==> config.mk <==
export PLATFORM = sky130hd
export DESIGN_NAME = dut_chk_delay_line
export DESIGN_NICKNAME = d
export VERILOG_FILES = /design/src/rtl/dut_chk_delay_line.sv
export SDC_FILE = /design/constraint.sdc
export NUM_CORES = 1
export LEC_CHECK = 0
export BUFFER_PORTS_ARGS = -buffer_cell sky130_fd_sc_hd__clkbuf_2
export CORE_ASPECT_RATIO = 0.5
export CORE_MARGIN = 2
export CORE_UTILIZATION = 27
export CTS_BUF_LIST = sky130_fd_sc_hd__clkbuf_4
export DETAILED_ROUTE_END_ITERATION = 8
export PLACE_DENSITY = 0.64
export SYNTH_ARGS = -nofsm -noshare
export SYNTH_HDL_FRONTEND = slang
export SYNTH_SLANG_ARGS = --single-unit
==> constraint.sdc <==
create_clock -name clk -period 0.95 [get_ports clk]
set_input_delay 0.0475 -clock clk [delete_from_list [all_inputs] [get_ports clk]]
set_output_delay 0.0475 -clock clk [all_outputs]
set_load 0.01 [all_outputs]
==> src/rtl/dut_chk_delay_line.sv <==
// DATA_W x LATENCY shift register; data_out is the sample taken LATENCY edges ago.
module dut_chk_delay_line #(
  parameter int DATA_W  = 32,
  parameter int LATENCY = 1
) (
  input  logic              clk,
  input  logic              reset_n,
  input  logic [DATA_W-1:0] data_in,
  output logic [DATA_W-1:0] data_out
);

  logic [DATA_W-1:0] pipe [LATENCY];

  always_ff @(posedge clk) begin
    if (!reset_n) begin
      for (int i = 0; i < LATENCY; i++) pipe[i] <= '0;
    end else begin
      pipe[0] <= data_in;
      for (int i = 1; i < LATENCY; i++) pipe[i] <= pipe[i-1];
    end
  end

  assign data_out = pipe[LATENCY-1];

endmodule

==> results.toml <==
[route]
drt_wl_total_mm = 2.17
dr.pass1.iters = 4
vias = 774
vias_per_cell = 3.70
ant_nets = 0
wl_per_cell_um = 10.4
drc = 0
initialDrtViolationCount = 12

[yosys]
yosysTopAreaCellShare = 0.715
yosysWarnings = 0
netlist_area_um2 = 896
synth-seq-area-share = 0.715
yosys_register_bits = 32
netlist_instances = 67
ys_top_cells_by_count = "and2_2, dfxtp_1, clkbuf_2"
synthFlopType = "dfxtp_1"
synth_area_leaders = "dfxtp_1, and2_2, clkbuf_2"
synthesis.nets = 101
synthDistinctLibCells = 3
synthArstFlopShare = 0
avgSynthCellArea_um2 = 13.4
post-synth-top-area-cell = "dfxtp_1"
synth_edf_count = 0

[global_route]
use_met1 = 0.105
grt_max_degree = 33
grt_pass1_wl_mm = 3.24
antenna_found_initial = 0
grt-ovfl-total = 0
first_global_vias = 777
use_met2 = 0.236
met3_usage = 0.0347
top_usage_layer = "met2"
globalRouteTotalUtil = 0.118

[final_layout]
nNetsFinal = 202
synthToLayoutAreaGrowth_pct = 82.3
top_register = "pipe"
antenna_cells = 0
layout-drive-gt1-share = 0.615
largest_register_ffs = 32
fin_area_um2 = 1630
reg_top3 = "pipe x32"

[floorplanning]
die-area_um2 = 3820
core_um2 = 3080
dieHeight_um = 44.7
num_rows = 14
ios = 66
start_util = 0.291
dieWidth_um = 85.5

[timing]
rsz0062_at_grt = "false"
drv_slew = 0
relSlewSlack = 0.718
max_clock_freq_mhz = 1190
tightest_slew_ns = 0.422
setup-tns-final_ns = 0
timing.final.crit_period_ns = 0.838
setup_viol = 0
period_share = 0.883
fin_ws_ns = 0.112
hold_violations = 0
holdWs_ns = 0.317

[clocking]
numCtsBuffers = 5
post_cts_buffers = 0
clk_pin_slew_worst_paths_ns = 0.09
cts_tree = "built"
clockBufferDepth = 2
h-tree-depth = 2
clockRootBuffer = "clkbuf_4"
cts_sinks = 32

[worst_setup_path]
path_max_fanout = 1
arrival_ns = 0.79
start_kind = "register"
path_cells = "clkbuf_2"
cp_num_buf_inv = 1
end_kind = "primary output"
slowest_delay_ns = 0.34
critPathTopFamily = "flip-flops"
worstPathRequired_ns = 0.90
worstSetupPathType = "register to primary output"
crit_slowest_cell = "dfxtp_1"

[power]
total_power_uw = 2540
powerDensity_nw_per_um2 = 1550
ir_drop_mv = 0.599
p_leak_uw = 0.000820

[placement]
dpl_cell_area_um2 = 1260
pre_cts_slack_ns = 0.178
routabilityCongestion = 0.613
portBuffers = 65

[hold_path]
hp-class = "input pin to register"

[run]
cap_violations = 0

[status]
status = "finished clean"
[cell families (layout without fill, tap and decap cells)]
group                  count (synthesis)  count (layout)  synth area share
DFF                                   32              32             0.715
buffers and inverters                  3             105            0.0168
and+or+nand+nor                       32              32             0.268
[through the flow]
| stage | std cells | util |
|---|---|---|
| after floorplan | 67 | - |
| after global placement | 169 | 0.407 |
| after detailed placement | 169 | 0.407 |
| after CTS | 209 | 0.530 |
| after global routing | 209 | 0.530 |
| final | 209 | 0.530 |
[cell type report]
| cell class | instances | area [um^2] |
|---|---|---|
| clock inverter | 1 | 3.75 |
| tap | 40 | 50.0 |
| sequential | 32 | 641 |
| timing repair buffer | 97 | 646 |
| clock buffer | 7 | 52.6 |
| multi-input combinational | 32 | 240 |
| fill | 273 | 1450 |
[cells in the final DEF (no fill, tap or decap)]
master | synthesis | layout
clkinv_1 | 0 | 1
and2_2 | 32 | 32
dfxtp_1 | 32 | 32
clkbuf_2 | 3 | 65
clkbuf_4 | 0 | 7
dlygate4sd3_1 | 0 | 32
[metal layers]
layer  wire length (um)  share of wire
met1                737           0.34
met2               1280           0.59
met3                104          0.048
met4                 49          0.023
met5                  0              0
[what timing repair did]
item                      4_1_cts  5_1_grt
gates resized for setup         0        0
hold buffers                   32        0
hold endpoints to repair       32        0
[where the power goes]
part	internal (uW)	leakage, uW	switching [uW]
combinational	225	0.000519	122
clock	341	0.0000338	418
sequential	1410	0.000267	17.5
[path summary, 6_finish.rpt]
| kind | from | end | depth (start not counted) |
|---|---|---|---|
| setup / recovery | pipe[0][16]$_SDFF_PN0_ | data_out[16] | 1 |
| hold / removal | reset_n | pipe[0][30]$_SDFF_PN0_ | 2 |
No activity file was read; power rests on OpenSTA's default activity.
